$ cat src/rtl/exu_opimm_branch_if.sv
// Issue-side and result-side bus of the OP-IMM/BRANCH execute unit.
interface exu_opimm_branch_if #(
  parameter int unsigned XLEN  = 32,
  parameter int unsigned PC_W  = 32,
  parameter int unsigned CNT_W = 16
) ();

  // Issue side
  logic             in_valid;
  logic             in_ready;
  logic [31:0]      in_inst;
  logic [PC_W-1:0]  in_pc;
  logic [XLEN-1:0]  in_rs1;
  logic [XLEN-1:0]  in_rs2;

  // Result side
  logic             out_valid;
  logic             out_ready;
  logic             out_rd_we;
  logic [4:0]       out_rd_addr;
  logic [XLEN-1:0]  out_rd_data;
  logic             out_br;
  logic             out_br_taken;
  logic [PC_W-1:0]  out_br_target;
  logic             out_illegal;
  logic [CNT_W-1:0] taken_cnt;

  // Execute unit side
  modport slave (
    input  in_valid, in_inst, in_pc, in_rs1, in_rs2, out_ready,
    output in_ready, out_valid, out_rd_we, out_rd_addr, out_rd_data,
           out_br, out_br_taken, out_br_target, out_illegal, taken_cnt
  );

  // Issue logic / consumer side
  modport master (
    output in_valid, in_inst, in_pc, in_rs1, in_rs2, out_ready,
    input  in_ready, out_valid, out_rd_we, out_rd_addr, out_rd_data,
           out_br, out_br_taken, out_br_target, out_illegal, taken_cnt
  );

endinterface

$ cat src/rtl/exu_opimm_branch.sv
// Two-stage execute unit for RV32I/RV64I OP-IMM and BRANCH instructions.
// S1 holds decoded fields and operands, S2 holds the registered result.
module exu_opimm_branch #(
  parameter int unsigned XLEN  = 32,
  parameter int unsigned PC_W  = 32,
  parameter int unsigned CNT_W = 16
) (
  input  logic               clk,
  input  logic               reset_n,
  input  logic               flush,
  exu_opimm_branch_if.slave  bus
);

  localparam int unsigned SHW        = (XLEN == 64) ? 6 : 5;
  localparam logic [4:0]  OPC_OPIMM  = 5'b00100;
  localparam logic [4:0]  OPC_BRANCH = 5'b11000;

  typedef enum logic [1:0] {
    KIND_ILL    = 2'd0,
    KIND_OPIMM  = 2'd1,
    KIND_BRANCH = 2'd2
  } kind_e;

  // Decode-side signals
  logic [4:0]      dec_opc;
  logic [2:0]      dec_f3;
  logic [11:0]     dec_imm12;
  logic [11:0]     dec_shift_hi;
  kind_e           dec_kind;
  logic [XLEN-1:0] dec_imm;
  logic [PC_W-1:0] dec_bimm;

  // Stage 1 registers
  logic            s1_valid;
  kind_e           s1_kind;
  logic [2:0]      s1_f3;
  logic [4:0]      s1_rd;
  logic [XLEN-1:0] s1_imm;
  logic [PC_W-1:0] s1_pc;
  logic [PC_W-1:0] s1_bimm;
  logic [XLEN-1:0] s1_rs1;
  logic [XLEN-1:0] s1_rs2;

  // Execute-side signals
  logic            s2_adv;
  logic [SHW-1:0]  ex_shamt;
  logic            ex_rd_we;
  logic [XLEN-1:0] ex_rd_data;
  logic            ex_br;
  logic            ex_taken;
  logic            ex_illegal;

  assign dec_opc      = bus.in_inst[6:2];
  assign dec_f3       = bus.in_inst[14:12];
  assign dec_imm12    = bus.in_inst[31:20];
  assign dec_shift_hi = dec_imm12 >> SHW;
  assign dec_imm      = {{(XLEN-12){dec_imm12[11]}}, dec_imm12};
  assign dec_bimm     = {{(PC_W-13){bus.in_inst[31]}}, bus.in_inst[31], bus.in_inst[7],
                         bus.in_inst[30:25], bus.in_inst[11:8], 1'b0};

  // S2 takes a new entry when empty or its result is being consumed.
  assign s2_adv       = !bus.out_valid || bus.out_ready;
  assign bus.in_ready = !s1_valid || s2_adv;

  // Classify the incoming word; shift encodings with stray upper bits are illegal.
  always_comb begin
    dec_kind = KIND_ILL;
    case (dec_opc)
      OPC_OPIMM: begin
        dec_kind = KIND_OPIMM;
        if (dec_f3 == 3'b001 || dec_f3 == 3'b101) begin
          if (!((dec_shift_hi == 12'd0) ||
                (dec_f3 == 3'b101 && dec_shift_hi == (12'h400 >> SHW)))) begin
            dec_kind = KIND_ILL;
          end
        end
      end
      OPC_BRANCH: begin
        if (dec_f3 != 3'b010 && dec_f3 != 3'b011) begin
          dec_kind = KIND_BRANCH;
        end
      end
      default: dec_kind = KIND_ILL;
    endcase
  end

  // Stage 1: capture decoded fields and operands on an accepted input.
  always_ff @(posedge clk or negedge reset_n) begin
    if (!reset_n) begin
      s1_valid <= 1'b0;
      s1_kind  <= KIND_ILL;
      s1_f3    <= 3'd0;
      s1_rd    <= 5'd0;
      s1_imm   <= '0;
      s1_pc    <= '0;
      s1_bimm  <= '0;
      s1_rs1   <= '0;
      s1_rs2   <= '0;
    end else if (flush) begin
      s1_valid <= 1'b0;
    end else if (bus.in_ready) begin
      s1_valid <= bus.in_valid;
      if (bus.in_valid) begin
        s1_kind <= dec_kind;
        s1_f3   <= dec_f3;
        s1_rd   <= bus.in_inst[11:7];
        s1_imm  <= dec_imm;
        s1_pc   <= bus.in_pc;
        s1_bimm <= dec_bimm;
        s1_rs1  <= bus.in_rs1;
        s1_rs2  <= bus.in_rs2;
      end
    end
  end

  assign ex_shamt = s1_imm[SHW-1:0];

  // Compute the OP-IMM result or the branch condition from S1.
  always_comb begin
    ex_rd_we   = 1'b0;
    ex_rd_data = '0;
    ex_br      = 1'b0;
    ex_taken   = 1'b0;
    ex_illegal = 1'b0;
    case (s1_kind)
      KIND_OPIMM: begin
        ex_rd_we = (s1_rd != 5'd0);
        case (s1_f3)
          3'b000:  ex_rd_data = s1_rs1 + s1_imm;
          3'b010:  ex_rd_data = XLEN'($signed(s1_rs1) < $signed(s1_imm));
          3'b011:  ex_rd_data = XLEN'(s1_rs1 < s1_imm);
          3'b100:  ex_rd_data = s1_rs1 ^ s1_imm;
          3'b110:  ex_rd_data = s1_rs1 | s1_imm;
          3'b111:  ex_rd_data = s1_rs1 & s1_imm;
          3'b001:  ex_rd_data = s1_rs1 << ex_shamt;
          default: ex_rd_data = s1_imm[10] ? $unsigned($signed(s1_rs1) >>> ex_shamt)
                                           : (s1_rs1 >> ex_shamt);
        endcase
      end
      KIND_BRANCH: begin
        ex_br = 1'b1;
        case (s1_f3)
          3'b000:  ex_taken = (s1_rs1 == s1_rs2);
          3'b001:  ex_taken = (s1_rs1 != s1_rs2);
          3'b100:  ex_taken = ($signed(s1_rs1) <  $signed(s1_rs2));
          3'b101:  ex_taken = ($signed(s1_rs1) >= $signed(s1_rs2));
          3'b110:  ex_taken = (s1_rs1 <  s1_rs2);
          3'b111:  ex_taken = (s1_rs1 >= s1_rs2);
          default: ex_taken = 1'b0;
        endcase
      end
      default: ex_illegal = 1'b1;
    endcase
  end

  // Stage 2: result registers that drive the output bus; hold while stalled.
  always_ff @(posedge clk or negedge reset_n) begin
    if (!reset_n) begin
      bus.out_valid     <= 1'b0;
      bus.out_rd_we     <= 1'b0;
      bus.out_rd_addr   <= 5'd0;
      bus.out_rd_data   <= '0;
      bus.out_br        <= 1'b0;
      bus.out_br_taken  <= 1'b0;
      bus.out_br_target <= '0;
      bus.out_illegal   <= 1'b0;
    end else if (flush) begin
      bus.out_valid <= 1'b0;
    end else if (s2_adv) begin
      bus.out_valid <= s1_valid;
      if (s1_valid) begin
        bus.out_rd_we     <= ex_rd_we;
        bus.out_rd_addr   <= s1_rd;
        bus.out_rd_data   <= ex_rd_data;
        bus.out_br        <= ex_br;
        bus.out_br_taken  <= ex_taken;
        bus.out_br_target <= s1_pc + s1_bimm;
        bus.out_illegal   <= ex_illegal;
      end
    end
  end

  // Count taken branches as they are handed to the consumer; flush does not clear it.
  always_ff @(posedge clk or negedge reset_n) begin
    if (!reset_n) begin
      bus.taken_cnt <= '0;
    end else if (bus.out_valid && bus.out_ready && bus.out_br_taken) begin
      bus.taken_cnt <= bus.taken_cnt + CNT_W'(1);
    end
  end

endmodule
$ cat src/flat_wrapper.sv
// flat-port wrapper written by rule: the top's interface ports become plain ports
module exu_opimm_branch_flat 
#(
  parameter int unsigned XLEN  = 32,
  parameter int unsigned PC_W  = 32,
  parameter int unsigned CNT_W = 16
)
  (clk, reset_n, flush, bus_in_valid, bus_in_inst, bus_in_pc, bus_in_rs1, bus_in_rs2, bus_out_ready, bus_in_ready, bus_out_valid, bus_out_rd_we, bus_out_rd_addr, bus_out_rd_data, bus_out_br, bus_out_br_taken, bus_out_br_target, bus_out_illegal, bus_taken_cnt);
  exu_opimm_branch_if #(.XLEN(XLEN), .PC_W(PC_W), .CNT_W(CNT_W)) bus_i ();
  input  logic clk;
  input  logic reset_n;
  input  logic flush;
  input wire logic [$bits(bus_i.in_valid)-1:0] bus_in_valid;
  input wire logic [$bits(bus_i.in_inst)-1:0] bus_in_inst;
  input wire logic [$bits(bus_i.in_pc)-1:0] bus_in_pc;
  input wire logic [$bits(bus_i.in_rs1)-1:0] bus_in_rs1;
  input wire logic [$bits(bus_i.in_rs2)-1:0] bus_in_rs2;
  input wire logic [$bits(bus_i.out_ready)-1:0] bus_out_ready;
  output wire logic [$bits(bus_i.in_ready)-1:0] bus_in_ready;
  output wire logic [$bits(bus_i.out_valid)-1:0] bus_out_valid;
  output wire logic [$bits(bus_i.out_rd_we)-1:0] bus_out_rd_we;
  output wire logic [$bits(bus_i.out_rd_addr)-1:0] bus_out_rd_addr;
  output wire logic [$bits(bus_i.out_rd_data)-1:0] bus_out_rd_data;
  output wire logic [$bits(bus_i.out_br)-1:0] bus_out_br;
  output wire logic [$bits(bus_i.out_br_taken)-1:0] bus_out_br_taken;
  output wire logic [$bits(bus_i.out_br_target)-1:0] bus_out_br_target;
  output wire logic [$bits(bus_i.out_illegal)-1:0] bus_out_illegal;
  output wire logic [$bits(bus_i.taken_cnt)-1:0] bus_taken_cnt;
  assign bus_i.in_valid = bus_in_valid;
  assign bus_i.in_inst = bus_in_inst;
  assign bus_i.in_pc = bus_in_pc;
  assign bus_i.in_rs1 = bus_in_rs1;
  assign bus_i.in_rs2 = bus_in_rs2;
  assign bus_i.out_ready = bus_out_ready;
  assign bus_in_ready = bus_i.in_ready;
  assign bus_out_valid = bus_i.out_valid;
  assign bus_out_rd_we = bus_i.out_rd_we;
  assign bus_out_rd_addr = bus_i.out_rd_addr;
  assign bus_out_rd_data = bus_i.out_rd_data;
  assign bus_out_br = bus_i.out_br;
  assign bus_out_br_taken = bus_i.out_br_taken;
  assign bus_out_br_target = bus_i.out_br_target;
  assign bus_out_illegal = bus_i.out_illegal;
  assign bus_taken_cnt = bus_i.taken_cnt;
  exu_opimm_branch #(.XLEN(XLEN), .PC_W(PC_W), .CNT_W(CNT_W)) u_core (.clk(clk), .reset_n(reset_n), .flush(flush), .bus(bus_i));
endmodule
$ cat config.mk
export PLATFORM = sky130hd
export DESIGN_NAME = exu_opimm_branch_flat
export DESIGN_NICKNAME = d
export VERILOG_FILES = /design/src/rtl/exu_opimm_branch_if.sv /design/src/rtl/exu_opimm_branch.sv /design/src/flat_wrapper.sv
export SDC_FILE = /design/constraint.sdc
export NUM_CORES = 1
export LEC_CHECK = 0
export CORE_AREA = 3 3 183 185
export DETAILED_ROUTE_END_ITERATION = 7
export DIE_AREA = 0 0 186 188
export PLACE_DENSITY = 0.79
export SKIP_CTS_REPAIR_TIMING = 1
export SLEW_MARGIN = 20
export SYNTH_ARGS = -nofsm -noshare
export SYNTH_HDL_FRONTEND = slang
export SYNTH_SLANG_ARGS = --single-unit
$ cat constraint.sdc
create_clock -name clk -period 5.8 [get_ports clk]
set_clock_uncertainty 0.1 [all_clocks]
set_input_delay 0.58 -clock clk [delete_from_list [all_inputs] [get_ports clk]]
set_output_delay 0.58 -clock clk [all_outputs]
set_load 0.005 [all_outputs]
==> run_results.csv <==
group,metric,value,unit
status,outcome,"complete, no violations",
worst_setup_path,rrSetupSlack,1.59,ns
global_route,grtUsageMet3,7.449,%
floorplan,ioPinCount,224,
floorplan,dieArea,0.03497,mm²
place,dp_slack,1.792,ns
power_and_ir_drop,p_sw_share,41.03,%
timing,timing.final.crit_period,4.207,ns
worst_setup_path,slowest_delay,0.97,ns
worst_setup_path,path_cells,"inv_1, buf_4, ha_1, a21oi_1, o21bai_1, a21oi_1, o211ai_1, a2111oi_0, o41ai_1, a211o_1, a31oi_1",
timing,slew_viol_final,0,
cells_and_area,utilization,64.43,%
min_path,hold_path_class,"flip-flop to flip-flop",
clock_network,clkLatencyLatePin,0.56,ns
run,maxCapViolations,0,
global_route,use_met1,45.06,%
synth,synth-edff-count,0,
clock_network,cts_root_buf,"clkbuf_16",
floorplan,coreArea,0.03221,mm²
timing,setup_violations,0,
global_route,busiest_layer,"met2",
timing,fin_crit_sh,72.53,%
cells_and_area,fin_nets,2370,
worst_setup_path,cp_data_required_time,6.19,ns
floorplan,fp.dieW,186,µm
drt,via_count,16169,
synth,ys_async_sr_fraction,100.0,%
synth,yosys_most_used_dff,"dfrtp_1",
synth,ys_seq_area_share,29.90,%
power_and_ir_drop,powerDensity,339.1,mW/mm²
timing,hold_violations,0,
drt,drtIter0Drc,1981,
floorplan,die_h,188,µm
worst_setup_path,crit_arrival,4.60,ns
worst_setup_path,endpoint,"u_core.bus.out_rd_data[0]$_DFFE_PN0P_",
global_route,met2_usage,49.62,%
global_route,grt_pass1_wl,88800,µm
worst_setup_path,cp-start-kind,"flip-flop",
cells_and_area,syn_to_final_growth,18.62,%
timing,holdWs,0.3653,ns
worst_setup_path,r2r-start,"u_core.s1_imm[2]$_DFFE_PN0P_",
synth,synth_cell_type_count,81,
floorplan,initial_core_util,54.32,%
power_and_ir_drop,p_int,4.149,mW
worst_setup_path,reg2reg_to,"u_core.bus.out_rd_data[0]$_DFFE_PN0P_",
timing,rsz0062_at_grt,"no",
power_and_ir_drop,pwr-share-clk,23.4,%
place,gp_congestion,0.9700,
worst_setup_path,path_max_fanout,48,
cells_and_area,layout-drive-gt1-share,13.15,%
power_and_ir_drop,power.switching,2.887,mW
place,dp_hpwl,41940,µm
timing,layout_setup_ws,1.593,ns
synth,ys_warn_count,0,
global_route,grt_pass1_vias,15643,
timing,fmax,0.2377,GHz
drt,finalWirelength,57800,µm
worst_setup_path,slowest_stage,"a2111oi_0",
clock_network,numCtsBuffers,25,
timing,worstMarginPinSlew,1.218,ns
clock_network,clkSinkCount,209,
worst_setup_path,endpoint_kind,"flip-flop",
worst_setup_path,critical_path_class,"flip-flop to flip-flop",
power_and_ir_drop,seq_power_share,28.3,%
clock_network,cts_htree_levels,1,
worst_setup_path,reg2reg_depth,11,
place,io_buffers,216,
worst_setup_path,cpMostUsedCell,"a21oi_1",
synth,synth_fp_nets,2222,
power_and_ir_drop,p_leak,9.114,nW
drt,drc_errors,0,
drt,first_pass_iters,6,
clock_network,clock_path_buffers,3,
drt,drtAntennaViolNets,0,
power_and_ir_drop,peakVddDrop,224.1,µV
global_route,grt_max_degree,86,
clock_network,clkSlewWorstSetupHoldPaths,0.07,ns
global_route,grt_antenna_before_repair,1,
power_and_ir_drop,power,7.036,mW
timing,setup-tns-final,0,ns
worst_setup_path,startpoint,"u_core.s1_imm[2]$_DFFE_PN0P_",
synth,avgSynthCellArea,9.087,µm²
synth,netlist_instances,1925,
drt,vias_per_cell,6.465,
timing,relSlewSlack,18.53,%
synth,yosys.area.top_type,"dfrtp_1",
synth,yosys_register_bits,209,
global_route,overflow,0,
global_route,grt_usage,32.28,%
drt,wl_per_cell,23.11,µm
power_and_ir_drop,pwr-share-comb,48.3,%
clock_network,tritoncts,"yes",
synth,yosysTopAreaCellShare,29.90,%
floorplan,fp-row-count,66,
synth,yosys-top-cells-area,"dfrtp_1, ha_1, mux2_2, mux4_2, a21oi_1",
synth,netlist_area,0.01749,mm²
[cell type report]
cell class / count / area [µm²]
fillers: 2639 / 11460
multi-input cells: 1484 / 11340
flip-flops and latches: 209 / 5236
repair buffers: 248 / 2422
clock buffers: 35 / 693.2
well taps: 408 / 510.5
inverters: 105 / 394.1
clock inverters: 11 / 155.1
diodes: 1 / 2.502
[sequential cells by signal (all words and copies together), names as in the netlist, 2 cells and up]
name / count
u_core.s1_rs1: 32
u_core.s1_rs2: 32
u_core.bus.out_rd_data: 32
u_core.bus.out_br_target: 32
u_core.s1_imm: 12
u_core.s1_f3: 3
u_core.bus.out_rd_addr: 5
u_core.s1_kind: 2
u_core.s1_rd: 4
u_core.s1_pc: 32
u_core.bus.taken_cnt: 16
[routing by layer]
layer  up-vias  routed length [µm]
li1       7329                   -
met1      7828               23790
met2       857               26030
met3       155                5796
met4         0                2182
met5         -                   0
[power by group through the flow]
stage / registers, mW / clock network, mW / logic (mW)
finish: 1.99 / 1.65 / 3.40
global route: 2.02 / 1.73 / 3.67
CTS: 1.98 / 1.66 / 3.32
detailed placement: 2.00 / 0 / 3.30
global placement: 1.99 / 0 / 3.23
floorplan: 1.91 / 0 / 2.24
[worst min path at each step]
stage | endpoint | from | cells after the start
6_report | u_core.bus.taken_cnt[15]$_DFFE_PN0P_ | u_core.bus.taken_cnt[15]$_DFFE_PN0P_ | 1
5_1_grt | u_core.bus.out_br_target[0]$_DFFE_PN0P_ | u_core.s1_pc[0]$_DFFE_PN0P_ | 2
4_1_cts | u_core.bus.out_rd_data[3]$_DFFE_PN0P_ | reset_n | 1
3_5_place_dp | u_core.bus.out_br_target[0]$_DFFE_PN0P_ | u_core.s1_pc[0]$_DFFE_PN0P_ | 2
3_3_place_gp | u_core.bus.out_br_target[0]$_DFFE_PN0P_ | u_core.s1_pc[0]$_DFFE_PN0P_ | 2
2_1_floorplan | u_core.bus.out_br$_DFFE_PN0P_ | reset_n | 0
[cell usage in the layout (no fill, tap or decap), drive strengths merged, types with 13 or more instances in the layout]
| cell type | instances |
|---|---|
| nand4 | 20 |
| xor2 | 30 |
| a31oi | 13 |
| o21ai | 167 |
| a221oi | 13 |
| nor3 | 28 |
| dfrtp | 209 |
| a21oi | 170 |
| clkdlybuf4s50 | 215 |
| nor2 | 161 |
| xnor2 | 33 |
| mux2 | 123 |
| o211ai | 26 |
| nand2 | 171 |
| a21o | 36 |
| buf | 32 |
| o21bai | 13 |
| nand3 | 23 |
| mux2i | 39 |
| a211oi | 21 |
| o221ai | 13 |
| clkbuf | 35 |
| inv | 106 |
| mux4 | 54 |
| ha | 162 |
[stage by stage]
step | cells | area [µm²]
after CTS | 2499 | 20740
final | 2501 | 20750
after global placement | 2453 | 19890
after detailed placement | 2453 | 19890
after global routing | 2501 | 20750
after floorplan | 1925 | 17490
[cells by family after synthesis]
group / after synthesis / share of synthesized area, %
AO/OA/AOI/OAI: 557 / 20.14
buffers and inverters: 232 / 5.407
XOR/XNOR: 63 / 3.154
AND/OR/NAND/NOR: 484 / 12.48
flip-flops: 209 / 29.90
adder cells (fa/ha/maj): 164 / 11.82
multiplexers: 216 / 17.10
[critical path: cells and delay by family, from the launching register on]
kind	cells	cell delay [ns]
flops	1	0.90
buf+inv	2	0.51
compound gates	8	2.34
fa+ha+maj	1	0.28
[Yosys cell counts (all sizes together), types with 6 or more instances]
cell    instances
a221o           7
nor3           28
nand2b         11
nand3          23
a21o           36
a31oi          13
or4             6
xnor2          33
a211o          10
a21oi         170
mux4           54
o31ai           9
or3            11
clkbuf         98
xor2           30
o211ai         26
mux2i          39
ha            162
nor2          161
nor2b          11
o221ai         13
and3           12
mux2          123
nand2         171
o21bai         13
inv           104
o21ai         167
a221oi         13
nand4          20
dfrtp         209
buf            29
a211oi         21
a32oi           7
a32o           12
Power figures use the tool's default switching activity.
